[config.mk]
export PLATFORM = sky130hd
export DESIGN_NAME = wm8731_init_sequencer_flat
export DESIGN_NICKNAME = d
export VERILOG_FILES = /design/src/rtl/wm8731_init_sequencer_if.sv /design/src/rtl/wm8731_init_sequencer.sv /design/src/flat_wrapper.sv
export SDC_FILE = /design/constraint.sdc
export NUM_CORES = 1
export LEC_CHECK = 0
export CORE_ASPECT_RATIO = 0.5
export CORE_UTILIZATION = 38
export DETAILED_ROUTE_END_ITERATION = 16
export SYNTH_ARGS = -nofsm -noshare
export SYNTH_HDL_FRONTEND = slang
export SYNTH_SLANG_ARGS = --single-unit
[constraint.sdc]
create_clock -name clk -period 3.5 [get_ports clk]
set_clock_uncertainty 0.1 [all_clocks]
set_input_delay 0.7 -clock clk [delete_from_list [all_inputs] [get_ports clk]]
set_output_delay 0.7 -clock clk [all_outputs]
set_load 0.1 [all_outputs]
[src/rtl/wm8731_init_sequencer_if.sv]
// Request/acknowledge bundle between the WM8731 init sequencer (master side)
// and the write-only I2C controller (slave side), including the shared
// clock-enable pulse that paces the controller.
interface wm8731_init_sequencer_if;
  logic            i2c_en;
  logic [6:0]      addr;
  logic [1:0][7:0] wdata;
  logic            req;
  logic            ack;

  modport master (output i2c_en, output addr, output wdata, output req, input ack);
  modport slave  (input i2c_en, input addr, input wdata, input req, output ack);
endinterface

[src/rtl/wm8731_init_sequencer.sv]
// WM8731 power-up sequencer: waits a power-on delay, then writes a fixed
// 10-entry codec register table through the I2C controller one word per
// req/ack transfer. Also generates the controller's 4x-bit-rate clock enable.
module wm8731_init_sequencer #(
  parameter int unsigned DIV       = 125,
  parameter int unsigned POR_DELAY = 50000,
  parameter logic [6:0]  DEV_ADDR  = 7'h1A
) (
  input  logic clk,
  input  logic reset,
  input  logic start,
  output logic busy,
  output logic done,
  wm8731_init_sequencer_if.master bus
);

  localparam int unsigned       DIV_W    = $clog2(DIV);
  localparam int unsigned       DLY_W    = (POR_DELAY > 1) ? $clog2(POR_DELAY) : 1;
  localparam logic [DIV_W-1:0]  DIV_LAST = DIV_W'(DIV - 1);
  localparam logic [DLY_W-1:0]  DLY_LAST = DLY_W'(POR_DELAY - 1);
  localparam logic [3:0]        IDX_LAST = 4'd9;

  typedef enum logic [1:0] {S_WAIT, S_SEND, S_GAP, S_DONE} state_t;

  state_t           state_q, state_d;
  logic [3:0]       index_q, index_d;
  logic [DLY_W-1:0] delay_q, delay_d;
  logic [15:0]      wdata_q, wdata_d;
  logic [DIV_W-1:0] div_cnt_q, div_cnt_d;
  logic             i2c_en_q, i2c_en_d;
  logic             req_q, busy_q, done_q;

  // Codec register table: {register address, 9-bit value}. R9 (active) must stay last.
  function automatic logic [15:0] table_word(input logic [3:0] idx);
    logic [6:0] r;
    logic [8:0] v;
    case (idx)
      4'd0:    begin r = 7'd15; v = 9'h000; end  // reset
      4'd1:    begin r = 7'd0;  v = 9'h017; end
      4'd2:    begin r = 7'd1;  v = 9'h017; end
      4'd3:    begin r = 7'd2;  v = 9'h079; end
      4'd4:    begin r = 7'd3;  v = 9'h079; end
      4'd5:    begin r = 7'd4;  v = 9'h012; end
      4'd6:    begin r = 7'd5;  v = 9'h000; end
      4'd7:    begin r = 7'd6;  v = 9'h000; end
      4'd8:    begin r = 7'd7;  v = 9'h002; end  // I2S, 16 bit, slave
      default: begin r = 7'd9;  v = 9'h001; end  // active
    endcase
    return {r, v};
  endfunction

  assign div_cnt_d = (div_cnt_q == DIV_LAST) ? '0 : div_cnt_q + 1'b1;
  assign i2c_en_d  = (div_cnt_d == DIV_LAST);

  // Free-running enable divider; runs in every state so the controller always has a tick.
  always_ff @(posedge clk) begin
    if (reset) begin
      div_cnt_q <= '0;
      i2c_en_q  <= 1'b0;
    end else begin
      div_cnt_q <= div_cnt_d;
      i2c_en_q  <= i2c_en_d;
    end
  end

  // Next-state logic: delay, send one word, wait one enable tick between words, finish.
  always_comb begin
    state_d = state_q;
    index_d = index_q;
    delay_d = delay_q;
    wdata_d = wdata_q;
    case (state_q)
      S_WAIT: begin
        if (delay_q == DLY_LAST) begin
          state_d = S_SEND;
          wdata_d = table_word(index_q);
        end else begin
          delay_d = delay_q + 1'b1;
        end
      end
      S_SEND: begin
        // ack is only trusted on an enable tick; the controller holds it for a full period.
        if (bus.ack && i2c_en_q) begin
          state_d = (index_q == IDX_LAST) ? S_DONE : S_GAP;
        end
      end
      S_GAP: begin
        if (i2c_en_q) begin
          index_d = index_q + 4'd1;
          wdata_d = table_word(index_q + 4'd1);
          state_d = S_SEND;
        end
      end
      S_DONE: begin
        if (start) begin
          index_d = '0;
          delay_d = '0;
          state_d = S_WAIT;
        end
      end
      default: state_d = S_WAIT;
    endcase
  end

  // State and registered outputs; req/busy/done follow the state being entered.
  always_ff @(posedge clk) begin
    if (reset) begin
      state_q <= S_WAIT;
      index_q <= '0;
      delay_q <= '0;
      wdata_q <= '0;
      req_q   <= 1'b0;
      busy_q  <= 1'b0;
      done_q  <= 1'b0;
    end else begin
      state_q <= state_d;
      index_q <= index_d;
      delay_q <= delay_d;
      wdata_q <= wdata_d;
      req_q   <= (state_d == S_SEND);
      busy_q  <= (state_d != S_DONE);
      done_q  <= (state_d == S_DONE);
    end
  end

  assign bus.i2c_en = i2c_en_q;
  assign bus.addr   = DEV_ADDR;
  assign bus.wdata  = wdata_q;
  assign bus.req    = req_q;
  assign busy       = busy_q;
  assign done       = done_q;

endmodule

[src/flat_wrapper.sv]
// flat-port wrapper written by rule: the top's interface ports become plain ports
module wm8731_init_sequencer_flat 
#(
  parameter int unsigned DIV       = 125,
  parameter int unsigned POR_DELAY = 50000,
  parameter logic [6:0]  DEV_ADDR  = 7'h1A
)
  (clk, reset, start, busy, done, bus_i2c_en, bus_addr, bus_wdata, bus_req, bus_ack);
  wm8731_init_sequencer_if bus_i ();
  input  logic clk;
  input  logic reset;
  input  logic start;
  output logic busy;
  output logic done;
  output wire logic [$bits(bus_i.i2c_en)-1:0] bus_i2c_en;
  output wire logic [$bits(bus_i.addr)-1:0] bus_addr;
  output wire logic [$bits(bus_i.wdata)-1:0] bus_wdata;
  output wire logic [$bits(bus_i.req)-1:0] bus_req;
  input wire logic [$bits(bus_i.ack)-1:0] bus_ack;
  assign bus_i2c_en = bus_i.i2c_en;
  assign bus_addr = bus_i.addr;
  assign bus_wdata = bus_i.wdata;
  assign bus_req = bus_i.req;
  assign bus_i.ack = bus_ack;
  wm8731_init_sequencer #(.DIV(DIV), .POR_DELAY(POR_DELAY), .DEV_ADDR(DEV_ADDR)) u_core (.clk(clk), .reset(reset), .start(start), .busy(busy), .done(done), .bus(bus_i));
endmodule
==> qor.tcl, run 1 <==
set qor(critPathTopFamily) {simple AND/OR/NAND/NOR gates}
set qor(n_fill_cell) 681
set qor(synth-edff-count) 0
set qor(first_iter_violations) 76
set qor(synth.lib_cells_used.distinct) 60
set qor(grtUsageTotal) 0.162
set qor(die_area_um2) 7750
set qor(areaGrowthSynthToFinish_pct) 9.54
set qor(synth_seq_cells) 51
set qor(critPathCaptureType) {flop}
set qor(fin_crit_ns) 2.74
set qor(y_dimension_of_the_die_um) 62.8
set qor(timing.max_slew.rel_slack) 0.347
set qor(place.port_buffers) 18
set qor(cts_repair_resize_count) 0
set qor(cp-start-kind) {input pin}
set qor(core_area_um2) 6910
set qor(sequential_cell_area_um2) 1020
set qor(power_mw) 1.18
set qor(timing.max_cap.violations) 0
set qor(dpl.hpwl_mm) 4.12
set qor(routed-via-count) 2258
set qor(cts_root_buf) {sky130_fd_sc_hd__clkbuf_16}
set qor(post_synth_instance_area_um2) 2810
set qor(finalSetupTns_ns) 0
set qor(drive_above_1_share) 0.0855
set qor(hp-class) {flop to flop}
set qor(timing_worst_setup_path_type) {input pin to flop}
set qor(postRouteWirelength_mm) 5.71
set qor(ctsHtreeMaxLevel) 2
set qor(grt_start_max_net_pins) 34
set qor(dieWidth_um) 124
set qor(num_io_pins) 31
set qor(clock_power_share) 0.399
set qor(power_frac_comb) 0.092
set qor(fmaxAchievable_mhz) 365
set qor(yosysWarningCount) 0
set qor(timing.critical_path.cells) {clkdlybuf4s50_1 > nor2b_1 > nand2b_1 > a21oi_1 > nor2_1 > inv_1 > ha_1 > or4_1 > o21ai_0}
set qor(power.density_cell_area_nw_per_um2) 385
set qor(critPathBufInv) 2
set qor(core.rowCount) 21
set qor(most_frequently_used_flop_master_after_synthesis) {sky130_fd_sc_hd__dfxtp_1}
set qor(grt_first_pass_wirelength_mm) 9.81
set qor(grt_overflow_total) 0
set qor(p_switching_mw) 0.310
set qor(cts.sink_count) 51
set qor(drt_drc_violations_left) 0
set qor(finalMaxSlewViolations) 0
set qor(diodes_inserted) 0
set qor(postSynthCellCount) 331
set qor(power_report.internal_total_mw) 0.872
set qor(cts_hold_buffers) 0
set qor(multi_input_area_um2) 1580
set qor(synth_sequential_area_ratio) 0.364
set qor(irDropWorstVdd_mv) 0.198
set qor(worst_slew_pin_slew_ns) 0.976
set qor(clock_tree_from_tritoncts) {built}
set qor(ant_nets) 0
set qor(wl_per_cell_um) 13.3
set qor(postCtsSetupRepairBufs) 0
set qor(final-hold-violation-count) 0
set qor(cp_slowest_cell) {sky130_fd_sc_hd__or4_1}
set qor(power.share.sequential) 0.508
set qor(p_leak_nw) 1.15
set qor(power.share.switching) 0.262
set qor(gp_routability_congestion) 0.834
set qor(cts_inserted_buffers) 5
set qor(antenna_found_initial) 0
set qor(finalSetupViolations) 0
set qor(worstPathMaxFanout) 5
set qor(clock_path_buffers) 2
set qor(route.detailed.vias_per_inst) 5.24
set qor(grt_pass1_vias) 2107
set qor(clock_insertion_delay_worst_skew_ns) 0.29
set qor(worst_ep_required_time_ns) 3.61
set qor(syn_avg_cell_area_um2) 8.48
set qor(drt_first_pass_iters) 4
set qor(setup_repair_after_global_routing_missed_its_margin) {no}
set qor(clkSlewWorstSetupHoldPaths_ns) 0.06
set qor(outcome) {complete, no violations}
set qor(cp.arrival_ns) 2.84
set qor(start_util) 0.406
set qor(slowest_delay_ns) 0.50
set qor(final_net_count) 356
set qor(final_min_period_over_clock_period) 0.782
set qor(synth_async_sr_flop_share) 0
worst register-to-register path, stage by stage (launching register included):
cell and delay, ns:
sky130_fd_sc_hd__dfxtp_1 0.56, sky130_fd_sc_hd__inv_1 0.12, sky130_fd_sc_hd__ha_1 0.37, sky130_fd_sc_hd__nand3_1 0.10
sky130_fd_sc_hd__a21oi_1 0.16, sky130_fd_sc_hd__a21oi_1 0.08, sky130_fd_sc_hd__nor2_1 0.16, sky130_fd_sc_hd__inv_1 0.10
sky130_fd_sc_hd__ha_1 0.21, sky130_fd_sc_hd__or4_1 0.50, sky130_fd_sc_hd__o21ai_0 0.09
worst paths after layout:
path	start	to	slack, ns	cells past startpoint
max	start	flop	0.76	9
min	flop	u_core.bus.wdata[11]$_SDFFE_PP0P_	0.36	2
max reg2reg	u_core.index_q[0]$_SDFFE_PP0N_	flop	0.87	10
min reg2reg	flop	u_core.bus.wdata[11]$_SDFFE_PP0P_	0.36	2
placed cells by master (no fill, tap or decap), types with 5 or more instances in the layout:
cell,Yosys,routed
sky130_fd_sc_hd__and2_1,5,5
sky130_fd_sc_hd__clkbuf_16,0,5
sky130_fd_sc_hd__conb_1,2,12
sky130_fd_sc_hd__o211ai_1,5,5
sky130_fd_sc_hd__nor2_1,33,33
sky130_fd_sc_hd__nand3_1,15,15
sky130_fd_sc_hd__inv_1,12,12
sky130_fd_sc_hd__clkdlybuf4s50_1,0,12
sky130_fd_sc_hd__o21ai_0,14,14
sky130_fd_sc_hd__dfxtp_1,51,51
sky130_fd_sc_hd__mux2i_1,5,5
sky130_fd_sc_hd__nand2b_1,9,9
sky130_fd_sc_hd__a311oi_1,6,6
sky130_fd_sc_hd__or3_1,6,6
sky130_fd_sc_hd__ha_1,13,13
sky130_fd_sc_hd__nor2b_1,5,5
sky130_fd_sc_hd__xor2_1,7,7
sky130_fd_sc_hd__buf_4,16,7
sky130_fd_sc_hd__nand2_1,22,22
sky130_fd_sc_hd__nor3_1,10,10
sky130_fd_sc_hd__a21oi_1,27,27
layout make-up:
cell class	count	share of cell area
tap	92	0.0374
sequential	51	0.332
timing repair buffer	19	0.0562
clock inverter	2	0.00448
inverter	12	0.0147
clock buffer	5	0.0407
multi-input combinational	250	0.514
cell usage after synthesis (6+ instances only):
| cell type | number | area [um2] |
|---|---|---|
| sky130_fd_sc_hd__a21oi_1 | 27 | 135 |
| sky130_fd_sc_hd__a311oi_1 | 6 | 52.6 |
| sky130_fd_sc_hd__buf_4 | 16 | 120 |
| sky130_fd_sc_hd__dfxtp_1 | 51 | 1020 |
| sky130_fd_sc_hd__ha_1 | 13 | 163 |
| sky130_fd_sc_hd__inv_1 | 12 | 45.0 |
| sky130_fd_sc_hd__nand2_1 | 22 | 82.6 |
| sky130_fd_sc_hd__nand2b_1 | 9 | 56.3 |
| sky130_fd_sc_hd__nand3_1 | 15 | 75.1 |
| sky130_fd_sc_hd__nor2_1 | 33 | 124 |
| sky130_fd_sc_hd__nor3_1 | 10 | 50.1 |
| sky130_fd_sc_hd__o21ai_0 | 14 | 70.1 |
| sky130_fd_sc_hd__or3_1 | 6 | 37.5 |
| sky130_fd_sc_hd__xor2_1 | 7 | 61.3 |
power groups by stage:
stage / sequential (mW) / combinational, mW / clock, mW
final: 0.601 / 0.109 / 0.472
after global routing: 0.603 / 0.119 / 0.514
after CTS: 0.601 / 0.110 / 0.488
after detailed placement: 0.614 / 0.109 / 0
after global placement: 0.614 / 0.109 / 0
after floorplan: 0.616 / 0.102 / 0
per-layer routing:
metal | GRT usage | part of all wire | up-vias | routed length, um
li1 | - | - | 1163 | -
met1 | 0.207 | 0.48 | 1040 | 2760
met2 | 0.263 | 0.46 | 50 | 2630
met3 | 0.0465 | 0.045 | 5 | 259
met4 | 0.0497 | 0.011 | 0 | 60
met5 | 0 | 0 | - | 0
logic make-up after synthesis:
family                     after synthesis  synth area share
and+or+nand+nor                        136             0.264
muxes                                    5            0.0178
AOI/OAI and AO/OA                       74             0.173
buffers and inverters                   40            0.0860
other                                    2           0.00268
xor gates and xnor gates                10            0.0339
adders and majority gates               13            0.0580
DFF                                     51             0.364
per-stage QoR:
stage / instances / utilization / hold WS, ns / instance area (um2) / setup WS [ns]
floorplan: 341 / - / 0.341 / 2840 / 0.770
global placement: 424 / 0.425 / 0.359 / 2940 / 0.570
detailed placement: 424 / 0.425 / 0.352 / 2940 / 0.496
CTS: 431 / 0.445 / 0.362 / 3070 / 0.786
global route: 431 / 0.445 / 0.393 / 3070 / 0.589
finish: 431 / 0.445 / 0.357 / 3070 / 0.764
Power figures use the tool's default switching activity.
==> inputs of run 2 (changes only) <==
==> constraint.sdc (replaced) <==
create_clock -name clk -period 2.5 [get_ports clk]
set_clock_uncertainty 0.1 [all_clocks]
set_input_delay 0.5 -clock clk [delete_from_list [all_inputs] [get_ports clk]]
set_output_delay 0.5 -clock clk [all_outputs]
set_load 0.1 [all_outputs]
==> run 2 against run 1 <==
Non-clock buffer count is 17 higher. Flip-flop and latch count stayed put. Clock-buffer cell count did not move. Register-to-register slack got worse by 0.67 ns.
==> qor.tcl, run 2 (synthesized netlist as in run 1, its figures left out) <==
set qor(worstPathMaxFanout) 5
set qor(final_net_count) 373
set qor(fmaxAchievable_mhz) 434
set qor(outcome) {complete, no violations}
set qor(number_of_placed_instances_with_taps_included) 441
set qor(most_common_cell_after_layout_fill_and_taps_aside) {sky130_fd_sc_hd__dfxtp_1}
set qor(p_switching_mw) 0.450
set qor(final_util) 0.468
set qor(wl_per_cell_um) 12.9
set qor(diodes_inserted) 0
set qor(grt_start_max_net_pins) 42
set qor(start_util) 0.406
set qor(y_dimension_of_the_die_um) 62.8
set qor(timing_worst_setup_path_type) {flop to flop}
set qor(post_layout_nonfiller_instances) 449
set qor(core.rowCount) 21
set qor(hp-class) {flop to flop}
set qor(irDropWorstVdd_mv) 0.301
set qor(regToRegSetupSlack_ns) 0.20
set qor(worst_slew_pin_slew_ns) 0.598
set qor(ctsHtreeMaxLevel) 2
set qor(place.port_buffers) 18
set qor(final-hold-violation-count) 0
set qor(grt_pass1_vias) 2154
set qor(clock_power_share) 0.469
set qor(ff2ff_path_depth) 10
set qor(routed-via-count) 2329
set qor(dpl.hpwl_mm) 4.29
set qor(cts_root_buf) {sky130_fd_sc_hd__clkbuf_16}
set qor(postRouteWirelength_mm) 5.80
set qor(antenna_found_initial) 0
set qor(power_frac_comb) 0.083
set qor(drive_above_1_share) 0.165
set qor(cts_repair_resize_count) 0
set qor(cp.arrival_ns) 2.43
set qor(timing.max_slew.rel_slack) 0.601
set qor(gp_routability_congestion) 0.843
set qor(route.detailed.vias_per_inst) 5.19
set qor(grt_overflow_total) 0
set qor(num_io_pins) 31
set qor(cp-start-kind) {flop}
set qor(crit_path_start) {u_core.index_q[0]$_SDFFE_PP0N_}
set qor(drt_first_pass_iters) 4
set qor(cp_slowest_cell) {sky130_fd_sc_hd__or4_1}
set qor(reg2reg_from) {u_core.index_q[0]$_SDFFE_PP0N_}
set qor(setup_repair_after_global_routing_missed_its_margin) {no}
set qor(p_leak_nw) 1.27
set qor(worst_ep_required_time_ns) 2.63
set qor(grt_first_pass_wirelength_mm) 9.82
set qor(clkSlewWorstSetupHoldPaths_ns) 0.07
set qor(commonest_cells_after_routing_fill_and_taps_aside) {sky130_fd_sc_hd__dfxtp_1 (48), sky130_fd_sc_hd__nor2_1 (33), sky130_fd_sc_hd__buf_4 (33), sky130_fd_sc_hd__a21oi_1 (27), sky130_fd_sc_hd__nand2_1 (22)}
set qor(clock_tree_from_tritoncts) {built}
set qor(drt_drc_violations_left) 0
set qor(power.density_cell_area_nw_per_um2) 581
set qor(postCtsSetupRepairBufs) 0
set qor(cts_inserted_buffers) 5
set qor(dieWidth_um) 124
set qor(finalSetupViolations) 0
set qor(areaGrowthSynthToFinish_pct) 15.3
set qor(die_area_um2) 7750
set qor(clock_insertion_delay_worst_skew_ns) 0.30
set qor(power.share.sequential) 0.447
set qor(ant_nets) 0
set qor(finalMaxSlewViolations) 0
set qor(critPathCaptureType) {flop}
set qor(timing.max_cap.violations) 0
set qor(slowest_delay_ns) 0.50
set qor(first_iter_violations) 127
set qor(clock_path_buffers) 2
set qor(n_fill_cell) 650
set qor(grtUsageTotal) 0.163
set qor(power_report.internal_total_mw) 1.43
set qor(cts_hold_buffers) 0
set qor(fin_crit_ns) 2.30
set qor(timing.critical_path.cells) {inv_1 > ha_1 > nand3_1 > a21oi_1 > a21oi_1 > nor2_1 > inv_1 > ha_1 > or4_1 > o21ai_0}
set qor(power.share.switching) 0.239
set qor(final_min_period_over_clock_period) 0.922
set qor(cts.sink_count) 51
set qor(core_area_um2) 6910
-- run 2: changes by cell type in the layout (fill, tap and decap cells not counted) --
cell	before	now
sky130_fd_sc_hd__buf_4	7	33
sky130_fd_sc_hd__clkdlybuf4s50_1	12	3
sky130_fd_sc_hd__dfxtp_1	51	48
sky130_fd_sc_hd__dfxtp_2	0	3
sky130_fd_sc_hd__bufinv_16	0	2
sky130_fd_sc_hd__clkinv_2	1	0
sky130_fd_sc_hd__clkinv_4	1	0
sky130_fd_sc_hd__clkinvlp_4	0	1
-- run 2: per-stage QoR --
stage	setup TNS [ns]	setup WS, ns	hold slack (ns)	total power [mW]	cell area, um2
floorplan	0	0.109	0.341	1.01	2850
global placement	-0.0205	-0.0205	0.353	1.01	3040
detailed placement	-0.0858	-0.0858	0.353	1.02	3040
CTS	0	0.115	0.366	1.90	3230
global route	0	0.00529	0.375	1.95	3240
finish	0	0.196	0.362	1.88	3240
-- run 2: routing by layer --
| metal | global-route usage | routed length [um] |
|---|---|---|
| met5 | 0 | 0 |
| met4 | 0.0617 | 95 |
| met3 | 0.0383 | 232 |
| met2 | 0.265 | 2650 |
| met1 | 0.209 | 2820 |
-- run 2: area by class of cell --
| cell class | instances | area (um2) | share of cell area |
|---|---|---|---|
| multi-input cells | 250 | 1580 | 0.489 |
| clock buffers | 5 | 125 | 0.0387 |
| well taps | 92 | 115 | 0.0356 |
| inverters | 12 | 45.0 | 0.0139 |
| repair buffers | 36 | 278 | 0.0858 |
| flip-flops and latches | 51 | 1020 | 0.317 |
| clock inverters | 3 | 67.6 | 0.0209 |
-- run 2: worst min-delay path by stage --
stage	start	end	slack (ns)	depth (start not counted)
after global placement	flop	u_core.bus.wdata[0]$_SDFFE_PP0P_	0.35	2
after CTS	flop	u_core.bus.wdata[1]$_SDFFE_PP0P_	0.37	2
after detailed placement	flop	u_core.bus.wdata[0]$_SDFFE_PP0P_	0.35	2
after floorplan	flop	u_core.bus.wdata[0]$_SDFFE_PP0P_	0.34	2
after global routing	flop	u_core.bus.wdata[1]$_SDFFE_PP0P_	0.37	2
final	flop	u_core.bus.wdata[1]$_SDFFE_PP0P_	0.36	2
-- run 2: worst max-delay path: cells and delay by family, from the launching register on --
family	cells	cell delay (ns)
adder cells (fa/ha/maj)	2	0.55
AND/OR/NAND/NOR	3	0.72
flip-flops	1	0.38
buffers and inverters	2	0.16
AO/OA/AOI/OAI	3	0.32
-- run 2: power by group through the flow --
| stage | clock, mW | combinational [mW] | sequential, mW |
|---|---|---|---|
| detailed placement | 0 | 0.157 | 0.860 |
| floorplan | 0 | 0.143 | 0.863 |
| finish | 0.883 | 0.157 | 0.841 |
| CTS | 0.905 | 0.157 | 0.841 |
| global placement | 0 | 0.155 | 0.859 |
| global route | 0.936 | 0.168 | 0.843 |
==> inputs of run 3 (changes only) <==
--- a/config.mk
+++ b/config.mk
@@ -5,9 +5,12 @@
 export SDC_FILE = /design/constraint.sdc
 export NUM_CORES = 1
 export LEC_CHECK = 0
+export ABC_CLOCK_PERIOD_IN_PS = 2500
 export CORE_ASPECT_RATIO = 0.5
+export CORE_MARGIN = 8
 export CORE_UTILIZATION = 38
 export DETAILED_ROUTE_END_ITERATION = 16
+export SKIP_CTS_REPAIR_TIMING = 1
 export SYNTH_ARGS = -nofsm -noshare
 export SYNTH_HDL_FRONTEND = slang
 export SYNTH_SLANG_ARGS = --single-unit
==> run 3 against run 2 <==
Register-to-register slack got worse by 0.02 ns. Highest routed layer unchanged. Die area increased by 36%. Clock power decreased by 20%. Sequential power about the same. Critical path depth unchanged.
==> qor.tcl, run 3 (synthesized netlist as in run 1, its figures left out) <==
set qor(outcome) {complete, no violations}
set qor(cp.arrival_ns) 2.43
set qor(post_layout_nonfiller_instances) 457
set qor(ant_nets) 0
set qor(critPathCaptureType) {flop}
set qor(gp_routability_congestion) 0.829
set qor(power.density_cell_area_nw_per_um2) 527
set qor(core_area_um2) 7240
set qor(fin_crit_ns) 2.32
set qor(start_util) 0.388
set qor(commonest_cells_after_routing_fill_and_taps_aside) {sky130_fd_sc_hd__dfxtp_1 (48), sky130_fd_sc_hd__buf_4 (37), sky130_fd_sc_hd__nor2_1 (33), sky130_fd_sc_hd__a21oi_1 (27), sky130_fd_sc_hd__nand2_1 (22)}
set qor(place.port_buffers) 18
set qor(drt_drc_violations_left) 0
set qor(design_area_um2) 3230
set qor(final_util) 0.447
set qor(dieWidth_um) 138
set qor(clock_path_buffers) 2
set qor(p_leak_nw) 1.27
set qor(dpl.hpwl_mm) 4.71
set qor(cts_root_buf) {sky130_fd_sc_hd__clkbuf_16}
set qor(cp-start-kind) {flop}
set qor(route.detailed.vias_per_inst) 5.17
set qor(sequential_cell_area_um2) 1020
set qor(cts.sink_count) 51
set qor(most_common_cell_after_layout_fill_and_taps_aside) {sky130_fd_sc_hd__dfxtp_1}
set qor(multi_input_area_um2) 1580
set qor(grt_first_pass_wirelength_mm) 10.2
set qor(clkSlewWorstSetupHoldPaths_ns) 0.07
set qor(num_io_pins) 31
set qor(detailed_place.area_um2) 3080
set qor(irDropWorstVdd_mv) 0.239
set qor(timing.max_cap.violations) 0
set qor(ctsHtreeMaxLevel) 2
set qor(routed-via-count) 2361
set qor(worst_slew_pin_slew_ns) 0.580
set qor(clock_tree_from_tritoncts) {built}
set qor(number_of_placed_instances_with_taps_included) 449
set qor(hp-class) {flop to flop}
set qor(finalSetupViolations) 0
set qor(diodes_inserted) 0
set qor(worstPathMaxFanout) 5
set qor(y_dimension_of_the_die_um) 76.8
set qor(drt_first_pass_iters) 4
set qor(setup_repair_after_global_routing_missed_its_margin) {no}
set qor(finalMaxSlewViolations) 0
set qor(drive_above_1_share) 0.175
set qor(areaGrowthSynthToFinish_pct) 15.2
set qor(worst_ep_required_time_ns) 2.61
set qor(timing_worst_setup_path_type) {flop to flop}
set qor(core.rowCount) 22
set qor(final-hold-violation-count) 0
set qor(postRouteWirelength_mm) 6.10
set qor(antenna_found_initial) 0
set qor(timing.max_slew.rel_slack) 0.613
set qor(fin_hold_ws_ns) 0.370
set qor(grt_start_max_net_pins) 24
set qor(n_fill_cell) 704
set qor(clock_insertion_delay_worst_skew_ns) 0.29
set qor(grt_pass1_vias) 2186
set qor(grtUsageTotal) 0.116
set qor(die_area_um2) 10600
set qor(final_net_count) 377
set qor(wl_per_cell_um) 13.4
set qor(first_iter_violations) 159
set qor(cts_inserted_buffers) 5
set qor(final_min_period_over_clock_period) 0.928
set qor(regToRegSetupSlack_ns) 0.18
set qor(fmaxAchievable_mhz) 431
set qor(grt_overflow_total) 0
==> run 3: final timing paths <==
path / from / endpoint / depth (start not counted)
setup / recovery: u_core.index_q[0]$_SDFFE_PP0N_ / flop / 10
hold / removal: flop / u_core.bus.wdata[0]$_SDFFE_PP0P_ / 2
setup reg to reg: u_core.index_q[0]$_SDFFE_PP0N_ / flop / 10
hold reg to reg: flop / u_core.bus.wdata[0]$_SDFFE_PP0P_ / 2
==> run 3: per-stage QoR <==
step | total power [mW] | worst slack [ns] | setup TNS [ns]
final | 1.70 | 0.179 | 0
after global routing | 1.77 | 0.0219 | 0
after CTS | 1.72 | 0.0873 | 0
after detailed placement | 1.02 | -0.0875 | -0.113
after global placement | 1.02 | 0.000158 | 0
after floorplan | 1.01 | 0.109 | 0
==> run 3: critical path: stages (launching register included) <==
cell and delay, ns:
sky130_fd_sc_hd__dfxtp_2 0.38, sky130_fd_sc_hd__inv_1 0.07, sky130_fd_sc_hd__ha_1 0.35, sky130_fd_sc_hd__nand3_1 0.09, sky130_fd_sc_hd__a21oi_1 0.15, sky130_fd_sc_hd__a21oi_1 0.07, sky130_fd_sc_hd__nor2_1 0.12, sky130_fd_sc_hd__inv_1 0.09
sky130_fd_sc_hd__ha_1 0.20, sky130_fd_sc_hd__or4_1 0.50, sky130_fd_sc_hd__o21ai_0 0.10
==> run 3: per-layer routing <==
layer  track usage  wire length [um]  vias to the layer above
met2         0.191              2810                       48
li1              -                 -                     1209
met5             0                 0                        -
met3        0.0312               362                        6
met4        0.0344                65                        0
met1         0.145              2870                     1098
==> run 3: cell type report <==
cell class                 count  share of cell area
multi-input combinational    250               0.489
inverter                      12              0.0139
clock buffer                   6              0.0429
sequential                    51               0.317
timing repair buffer          40              0.0952
tap                           96              0.0371
clock inverter                 2             0.00503
==> run 3: report_power, final <==
group          switching [mW]  leakage (nW)  total (mW)  internal [mW]
Clock                   0.304        0.0731       0.704          0.400
Combinational           0.127         0.784       0.159         0.0318
Sequential             0.0144         0.415       0.842          0.827
Total                   0.445          1.27        1.70           1.26
